`src/rtl/reduct_pkg.sv`:
```
// Shared types and helpers for the reduct tree and its serial collector front end.
// ENABLE/DISABLE are the on/off values used for the NOT parameter.
`ifndef ENABLE
`define ENABLE 1'b1
`endif
`ifndef DISABLE
`define DISABLE 1'b0
`endif

package reduct_pkg;
   typedef enum logic [1:0] {
      COLLECT = 2'd0,
      REDUCE  = 2'd1,
      OUTPUT  = 2'd2
   } state_t;

   localparam int MAX_DATA = 1024;
   localparam int IN_DEFAULT = 4;
   localparam int CNT_W_DEFAULT = $clog2(IN_DEFAULT + 1);

   // Counter must reach IN itself, so it needs one extra code beyond IN-1.
   function automatic int cnt_w(input int in);
      return $clog2(in + 1);
   endfunction

   function automatic logic [MAX_DATA-1:0] identity(input string ope, input int data);
      logic [MAX_DATA-1:0] v;
      v = '0;
      if (ope == "and") begin
         for (int i = 0; i < MAX_DATA; i++) begin
            if (i < data) v[i] = 1'b1;
         end
      end
      return v;
   endfunction

   function automatic bit ope_ok(input string ope);
      return (ope == "and") || (ope == "or") || (ope == "xor");
   endfunction
endpackage

```
`src/rtl/reduct_collect_if.sv`:
```
// Word-in / result-out handshake bundle for reduct_collect.
// The flush signal exists only when REDUCT_COLLECT_FLUSH_EN is defined.
interface reduct_collect_if
   import reduct_pkg::*;
#(
   parameter int IN   = 4,
   parameter int DATA = 16
);
   logic                   in_valid;
   logic                   in_ready;
   logic [DATA-1:0]        in_data;
   logic                   out_valid;
   logic                   out_ready;
   logic [DATA-1:0]        out_data;
   logic [cnt_w(IN)-1:0]   out_cnt;
`ifdef REDUCT_COLLECT_FLUSH_EN
   logic                   flush;
`endif

   modport slave (
`ifdef REDUCT_COLLECT_FLUSH_EN
      input  flush,
`endif
      input  in_valid, in_data, out_ready,
      output in_ready, out_valid, out_data, out_cnt
   );

   modport master (
`ifdef REDUCT_COLLECT_FLUSH_EN
      output flush,
`endif
      output in_valid, in_data, out_ready,
      input  in_ready, out_valid, out_data, out_cnt
   );
endinterface

```
`src/rtl/reduct.sv`:
```
// Combinational and/or/xor reduction of IN packed DATA-wide words with optional inversion.
// Unsupported operations reduce to zero regardless of NOT.
module reduct
   import reduct_pkg::*;
#(
   parameter string OPE  = "or",
   parameter bit    NOT  = `DISABLE,
   parameter int    IN   = 4,
   parameter int    DATA = 16
) (
   input  logic [IN*DATA-1:0] words,
   output logic [DATA-1:0]    result
);
   localparam logic [DATA-1:0] ID     = DATA'(identity(OPE, DATA));
   localparam bit              IS_AND = (OPE == "and");
   localparam bit              IS_OR  = (OPE == "or");
   localparam bit              IS_XOR = (OPE == "xor");
   localparam bit              OK     = ope_ok(OPE);

   logic [DATA-1:0] acc;

   always_comb begin
      acc = ID;
      for (int i = 0; i < IN; i++) begin
         if (IS_AND)      acc = acc & words[i*DATA +: DATA];
         else if (IS_OR)  acc = acc | words[i*DATA +: DATA];
         else if (IS_XOR) acc = acc ^ words[i*DATA +: DATA];
      end
      if (!OK)      result = '0;
      else if (NOT) result = ~acc;
      else          result = acc;
   end
endmodule

```
`src/rtl/reduct_collect.sv`:
```
// Collects up to IN words into a buffer, reduces them with reduct and holds the result
// until taken. Optional early group close via flush under REDUCT_COLLECT_FLUSH_EN.
module reduct_collect
   import reduct_pkg::*;
#(
   parameter string OPE  = "or",
   parameter bit    NOT  = `DISABLE,
   parameter int    IN   = 4,
   parameter int    DATA = 16
) (
   input  logic          clk,
   input  logic          reset,
   reduct_collect_if.slave bus
);
   localparam int              CW = cnt_w(IN);
   localparam logic [DATA-1:0] ID = DATA'(identity(OPE, DATA));

   state_t            state, state_next;
   logic [CW-1:0]     cnt;
   logic [DATA-1:0]   words_p0 [IN];
   logic [IN*DATA-1:0] flat_p0;
   logic [DATA-1:0]   reduced;
   logic [DATA-1:0]   out_data_p1;
   logic [CW-1:0]     out_cnt_p1;
   logic              in_rdy;
   logic              out_vld;
   logic              accept;
   logic              close;

   assign accept = bus.in_valid && in_rdy;

   // A flush closes the group only if it would contain at least one word.
`ifdef REDUCT_COLLECT_FLUSH_EN
   assign close = (state == COLLECT) &&
                  ((accept && cnt == CW'(IN - 1)) || (bus.flush && (cnt != '0 || accept)));
`else
   assign close = (state == COLLECT) && accept && cnt == CW'(IN - 1);
`endif

   always_ff @(posedge clk) begin
      if (reset) state <= COLLECT;
      else       state <= state_next;
   end

   always_comb begin
      state_next = state;
      case (state)
         COLLECT: if (close) state_next = REDUCE;
         REDUCE:  state_next = OUTPUT;
         OUTPUT:  if (bus.out_ready) state_next = COLLECT;
         default: state_next = COLLECT;
      endcase
   end

   always_comb begin
      in_rdy  = (state == COLLECT);
      out_vld = (state == OUTPUT);
   end

   always_comb begin
      for (int i = 0; i < IN; i++) flat_p0[i*DATA +: DATA] = words_p0[i];
   end

   reduct #(
      .OPE  (OPE),
      .NOT  (NOT),
      .IN   (IN),
      .DATA (DATA)
   ) u_reduct (
      .words  (flat_p0),
      .result (reduced)
   );

   // collect stage -> result register
   always_ff @(posedge clk) begin
      if (reset) begin
         cnt         <= '0;
         out_data_p1 <= '0;
         out_cnt_p1  <= '0;
         for (int i = 0; i < IN; i++) words_p0[i] <= ID;
      end else begin
         case (state)
            COLLECT: begin
               if (accept) begin
                  for (int i = 0; i < IN; i++) begin
                     if (cnt == CW'(i)) words_p0[i] <= bus.in_data;
                  end
                  cnt <= cnt + CW'(1);
               end
            end
            REDUCE: begin
               out_data_p1 <= reduced;
               out_cnt_p1  <= cnt;
            end
            OUTPUT: begin
               if (bus.out_ready) begin
                  cnt <= '0;
                  for (int i = 0; i < IN; i++) words_p0[i] <= ID;
               end
            end
            default: ;
         endcase
      end
   end

   assign bus.in_ready  = in_rdy;
   assign bus.out_valid = out_vld;
   assign bus.out_data  = out_data_p1;
   assign bus.out_cnt   = out_cnt_p1;
endmodule

```
`src/flat_wrapper.sv`:
```
// flat-port wrapper written by rule: the top's interface ports become plain ports
module reduct_collect_flat import reduct_pkg::*;
#(
   parameter string OPE  = "  ",
   parameter bit    NOT  = `DISABLE,
   parameter int    IN   = 4,
   parameter int    DATA = 16
)
  (clk, reset, bus_in_valid, bus_in_data, bus_out_ready, bus_in_ready, bus_out_valid, bus_out_data, bus_out_cnt);
  reduct_collect_if #(.IN(IN), .DATA(DATA)) bus_i ();
  input  logic clk;
  input  logic reset;
  input wire logic [$bits(bus_i.in_valid)-1:0] bus_in_valid;
  input wire logic [$bits(bus_i.in_data)-1:0] bus_in_data;
  input wire logic [$bits(bus_i.out_ready)-1:0] bus_out_ready;
  output wire logic [$bits(bus_i.in_ready)-1:0] bus_in_ready;
  output wire logic [$bits(bus_i.out_valid)-1:0] bus_out_valid;
  output wire logic [$bits(bus_i.out_data)-1:0] bus_out_data;
  output wire logic [$bits(bus_i.out_cnt)-1:0] bus_out_cnt;
  assign bus_i.in_valid = bus_in_valid;
  assign bus_i.in_data = bus_in_data;
  assign bus_i.out_ready = bus_out_ready;
  assign bus_in_ready = bus_i.in_ready;
  assign bus_out_valid = bus_i.out_valid;
  assign bus_out_data = bus_i.out_data;
  assign bus_out_cnt = bus_i.out_cnt;
  reduct_collect #(.OPE(OPE), .NOT(NOT), .IN(IN), .DATA(DATA)) u_core (.clk(clk), .reset(reset), .bus(bus_i));
endmodule
```
`config.mk`:
```
export PLATFORM = sky130hd
export DESIGN_NAME = reduct_collect_flat
export DESIGN_NICKNAME = d
export VERILOG_FILES = /design/src/rtl/reduct_pkg.sv /design/src/rtl/reduct_collect_if.sv /design/src/rtl/reduct.sv /design/src/rtl/reduct_collect.sv /design/src/flat_wrapper.sv
export SDC_FILE = /design/constraint.sdc
export NUM_CORES = 1
export LEC_CHECK = 0
export CELL_PAD_IN_SITES_DETAIL_PLACEMENT = 1
export CELL_PAD_IN_SITES_GLOBAL_PLACEMENT = 1
export CORE_MARGIN = 4
export CORE_UTILIZATION = 34
export CTS_CLUSTER_DIAMETER = 200
export CTS_CLUSTER_SIZE = 40
export DETAILED_ROUTE_END_ITERATION = 8
export DONT_BUFFER_PORTS = 1
export PLACE_DENSITY = 0.66
export SLEW_MARGIN = 20
export SYNTH_ARGS = -nofsm -noshare
export SYNTH_HDL_FRONTEND = slang
export SYNTH_SLANG_ARGS = --single-unit
```
`constraint.sdc`:
```
create_clock -name clk -period 1.04 [get_ports clk]
set_clock_uncertainty 0.05 [all_clocks]
set_input_delay 0.208 -clock clk [delete_from_list [all_inputs] [get_ports clk]]
set_output_delay 0.208 -clock clk [all_outputs]
set_load 0.03 [all_outputs]
```
; ---- Word level (Yosys, flattened, before mapping)
; Index checks and enable logic that the tools add are counted.
[word_totals]
word_cells = 23
register_bits = 8
[classes]
mux = 6
n_eq_ne = 6
n_addsub = 1
n_reduce_logical = 7
[op_table]
columns = cell, count
row1 = $mux W3, 2
row2 = $ne A2 B2 Y1 const B, 3
row3 = $pmux W2 S3, 1
row4 = $pmux W3 S2, 1
row5 = $mux W2, 2
row6 = $add A3 B1 Y3 const B, 1
row7 = $eq A3 B2 Y1 const B, 1
row8 = $logic_and A1 B1 Y1, 3
row9 = $reduce_and A3 Y1, 1
row10 = $eq A2 B1 Y1 const B, 1
row11 = $eq A2 B2 Y1 const B, 1
row12 = $logic_not A2 Y1, 1
row13 = $reduce_and A2 Y1, 1
row14 = $reduce_bool A2 Y1, 1

; ---- Longest topological paths before layout
[depth]
depth_word = 6
ltp_mapped = 4
mapped_depth_nobuf = 3

; ---- Hierarchy
; A second synthesis with hierarchy kept.
[hier_totals]
hier_cells = 329
area_unflattened_um2 = 3580.9
[modules_own_cells]
columns = module, instances, cells_each, area_per_inst_um2
row1 = reduct_collect, 1, 312, 3457.1
row2 = reduct, 1, 17, 123.9

; ---- Least setup slack after synthesis
; Ideal clock, no wire load.
[synth_timing]
kind = reg2reg
startpoint = reg u_core.state[1]
endpoint = reg u_core.state[1]
period_less_slack_ps = 1290
stages_incl_launch_ff = 5
setup_ps = 71
arrival_time_ps = 1169
path_buffers = 1
path_slack_ps = -250
path_cell_list = dfxtp_1 buf_4 nor2b_1 nand2b_1 a21oi_1
[synth_rtl]
columns = item, line
row1 = start: declaration, reduct_collect.sv:18  ; state_t state, state_next;
row2 = start signal: assignment, reduct_collect.sv:42  ; else state <= state_next;
row3 = $eq A2 B2 Y1 *, n/a
row4 = via bus_out_valid, flat_wrapper.sv:17  ; output wire logic [$bits(bus_i.out_valid)-1:0] bus_out_valid;
row5 = $ne A2 B2 Y1 (no source line), n/a
row6 = $reduce_and A2 Y1 (no source line), n/a
; Mark *: on every way through the listed nets, which the timed path passes. The rest lies on a longest branch.
; A chain may end at the register's enable or synchronous reset.

; ---- Worst setup path after layout
[layout_timing]
startpoint = reg u_core.state[1]
endpoint = out bus_in_ready
[layout_between]
elab_chain_len = 1
[layout_lines]
columns = item, line
row1 = $logic_not A2 Y1, reduct_collect.sv:56  ; in_rdy = (state == COLLECT);
row2 = end: declaration, flat_wrapper.sv:16  ; output wire logic [$bits(bus_i.in_ready)-1:0] bus_in_ready;
; Every way passes these cells.

==> results.py <==
metrics = {
    "logic_synthesis": {
        "synth_mux_area_share_pct": 8.000,
        "synth_top_area_cell": "dfxtp_1",
        "yosys_register_bits": 8,
        "synth.distinct_cells": 18,
        "synthAdderAreaFrac_pct": 5.000,
        "synth_flop_cell": "dfxtp_1",
        "synth_compound_area_share_pct": 6.750,
        "synthArstFlopShare_pct": 0,
        "netlist_instances": 56,
        "synth_top_area_share_pct": 32.00,
        "synth_xor_area_share_pct": 0,
        "yosys.area_share.simple_pct": 19.75,
        "avgSynthCellArea_um2": 8.937,
        "synth_top_family_by_area": "buffers and inverters",
        "ys_seq_area_share_pct": 32.00,
        "yosys-top-cells-area": "dfxtp_1, buf_4, mux2i_1",
        "syn_area_um2": 500.5,
        "yosysWarnings": 0,
        "synth_edf_count": 0,
    },
    "cells_and_area": {
        "fin_cells": 83,
        "antenna_cells": 0,
        "drive_gt1_share_pct": 33.82,
        "nNetsFinal": 92,
        "n_fill_cell": 167,
        "area_growth_pct": 25.00,
        "fin_area_um2": 625.6,
    },
    "placed_design": {
        "dpl.cell_count": 77,
        "io_buffers": 0,
        "place.gp.congestion": 0.7281,
        "hpwl_um": 702.4,
        "placed_cell_area_um2": 534.3,
    },
    "min_path": {
        "min_path_type": "in2reg",
    },
    "clock_network": {
        "cts_buffers": 3,
        "cts_root_buffer": "clkbuf_4",
        "clock_latency_ns": 0.27,
        "clockBufferDepth": 2,
        "path_clk_slew_ns": 0.06,
        "clock-sinks": 8,
        "htree_levels": 1,
        "cts_tree": "yes",
    },
    "critical_path": {
        "critical_path_class": "reg2out",
        "r2r-start": "u_core.state[1]",
        "cp.required_ns": 0.78,
        "critical_path_buf_inv_count": 2,
        "arrival_ns": 0.94,
        "crit_path_max_fanout": 5,
        "r2r_end": "u_core.cnt[0]",
        "reg2reg_depth": 4,
        "rrSetupSlack_ns": -0.11,
        "crit_slowest_cell": "dfxtp_4",
        "critPathLaunchType": "register",
        "cp-end-kind": "output pin",
        "cp-startpoint": "u_core.state[1]",
        "crit_path_end": "bus_in_ready",
        "crit_path_cell_trace": "buf_6, nor2_4, buf_6",
        "cp_num_cells": 3,
        "critPathMaxStageDelay_ns": 0.36,
        "critPathTopFamily": "flip-flops",
        "cp_common_cell": "buf_6",
    },
    "timing": {
        "fin_ws_ns": -0.1576,
        "hold_viol": 0,
        "rsz0062_at_grt": "yes",
        "whs_ns": 0.07569,
        "tns_ns": -0.4891,
        "min_period_ns": 1.198,
        "finalSetupViolations": 5,
        "report.final.slew_viol_count": 0,
        "max_freq_mhz": 835.0,
        "min_period_over_period_pct": 115.2,
    },
    "die": {
        "ios": 41,
        "num_rows": 13,
        "core_um2": 1350,
        "start_util_pct": 37.07,
        "fp.dieH_um": 46.37,
        "die_x_um": 46.37,
        "die_area_um2": 2150,
    },
    "pwr": {
        "power.density_nw_per_um2": 1117,
        "swShare_pct": 32.02,
        "p_switching_w": 0.0002238,
        "leakagePower_nw": 0.2982,
        "intPower_w": 0.0004751,
        "max-vdd-ir-drop_mv": 0.5279,
        "pwr-share-comb_pct": 19.0,
        "total_power_w": 0.0006989,
        "seq_power_share_pct": 45.3,
        "p_clk_share_pct": 35.7,
    },
    "detailed_routing": {
        "drtIter0Drc": 1,
        "totalWireLength_um": 961,
        "vias_per_cell": 4.337,
        "route.vias.total": 360,
        "drc": 0,
        "ant_nets": 0,
        "routedWlPerCell_um": 11.58,
        "wl_met3_um": 111,
        "drt-met1-wl_um": 367,
        "drtPass1Iterations": 2,
        "topRoutingLayerUsed": "met4",
        "wl_met2_um": 465,
    },
    "grt": {
        "grt_pass1_vias": 322,
        "grt_max_degree": 8,
        "grt_overflow": 0,
        "antenna_found_initial": 0,
        "grt_pass1_wl_um": 1380,
        "grt.total_usage_pct": 10.06,
    },
    "flow_run": {
        "max_cap_violations": 0,
    },
    "run_status": {
        "violations": "setup timing",
        "status": "complete, but fails checks",
    },
}
==> metal layers <==
metal	GRT usage, %	up-vias
met5	0	-
met4	6.818	0
met3	7.422	3
met2	14.56	15
met1	9.954	164
li1	-	178
==> worst reg2reg max path: stages, from the launching register on <==
cell	delay [ns]
dfxtp_4	0.36
buf_4	0.14
nor4b_1	0.28
a21oi_1	0.10
a21oi_2	0.14
==> stage by stage <==
step,util (%),worst slack [ns]
global route,46.34,-0.1938
global placement,39.57,-0.08351
detailed placement,39.57,-0.08975
CTS,44.11,-0.1776
finish,46.34,-0.1576
floorplan,-,0.02414
==> flip-flops by register name, indices dropped and copies added (netlist names) <==
name                flops
u_core.cnt              3
u_core.bus.out_cnt      3
u_core.state            2
==> what timing repair did <==
item | in CTS | in global routing
buffers inserted | 1 | 0
pin swaps | 2 | 2
hold buffers | 1 | 1
resized for setup | 9 | 5
endpoints found under the hold margin | 5 | 1
setup endpoints to repair | 9 | 8
==> cell usage in the layout, fill, tap and decap left out, drive strengths merged, types with 3 or more instances in the layout <==
master	instances
conb	16
buf	10
dfxtp	8
nor2	6
mux2i	4
clkbuf	3
nand2b	3
a21oi	3
==> cell type report <==
class | count | area (um^2) | area share [%]
inverters | 2 | 7.507 | 1.200
repair buffers | 12 | 122.6 | 19.60
clock buffers | 3 | 22.52 | 3.600
flip-flops and latches | 8 | 170.2 | 27.20
well taps | 15 | 18.77 | 3.000
multi-input cells | 43 | 284.0 | 45.40
==> power groups by stage <==
stage / Combinational [W] / Sequential, W / Clock (W)
6_report: 0.000133 / 0.000317 / 0.000249
2_1_floorplan: 0.000152 / 0.000326 / 0
3_3_place_gp: 0.000115 / 0.000327 / 0
3_5_place_dp: 0.000116 / 0.000328 / 0
5_1_grt: 0.000143 / 0.000318 / 0.000286
4_1_cts: 0.000124 / 0.000317 / 0.000270
==> how the worst min path moves through the flow <==
stage,from,end,slack [ns],cells past startpoint
4_1_cts,reset,u_core.cnt[2],0.006,1
3_5_place_dp,reset,u_core.cnt[0],0.23,1
5_1_grt,reset,u_core.cnt[1],0.08,2
2_1_floorplan,bus_out_ready,u_core.state[1],0.34,2
3_3_place_gp,reset,u_core.state[1],0.23,1
6_report,bus_out_ready,u_core.state[1],0.08,2
==> synthesized netlist by cell type, types with 2 or more instances <==
cell	n
a21oi_1	3
buf_4	17
dfxtp_1	8
ha_1	2
inv_1	2
mux2i_1	4
nand2b_1	2
nor2_1	6
nor2b_1	2
o21ai_0	2
==> logic make-up after synthesis <==
kind of cell    count (synthesis)
mux                             4
buf+inv                        20
flops                           8
other cells                     1
simple gates                   15
fa+ha+maj                       2
compound gates                  6
Note: power is estimated with default switching activity, not from simulation.
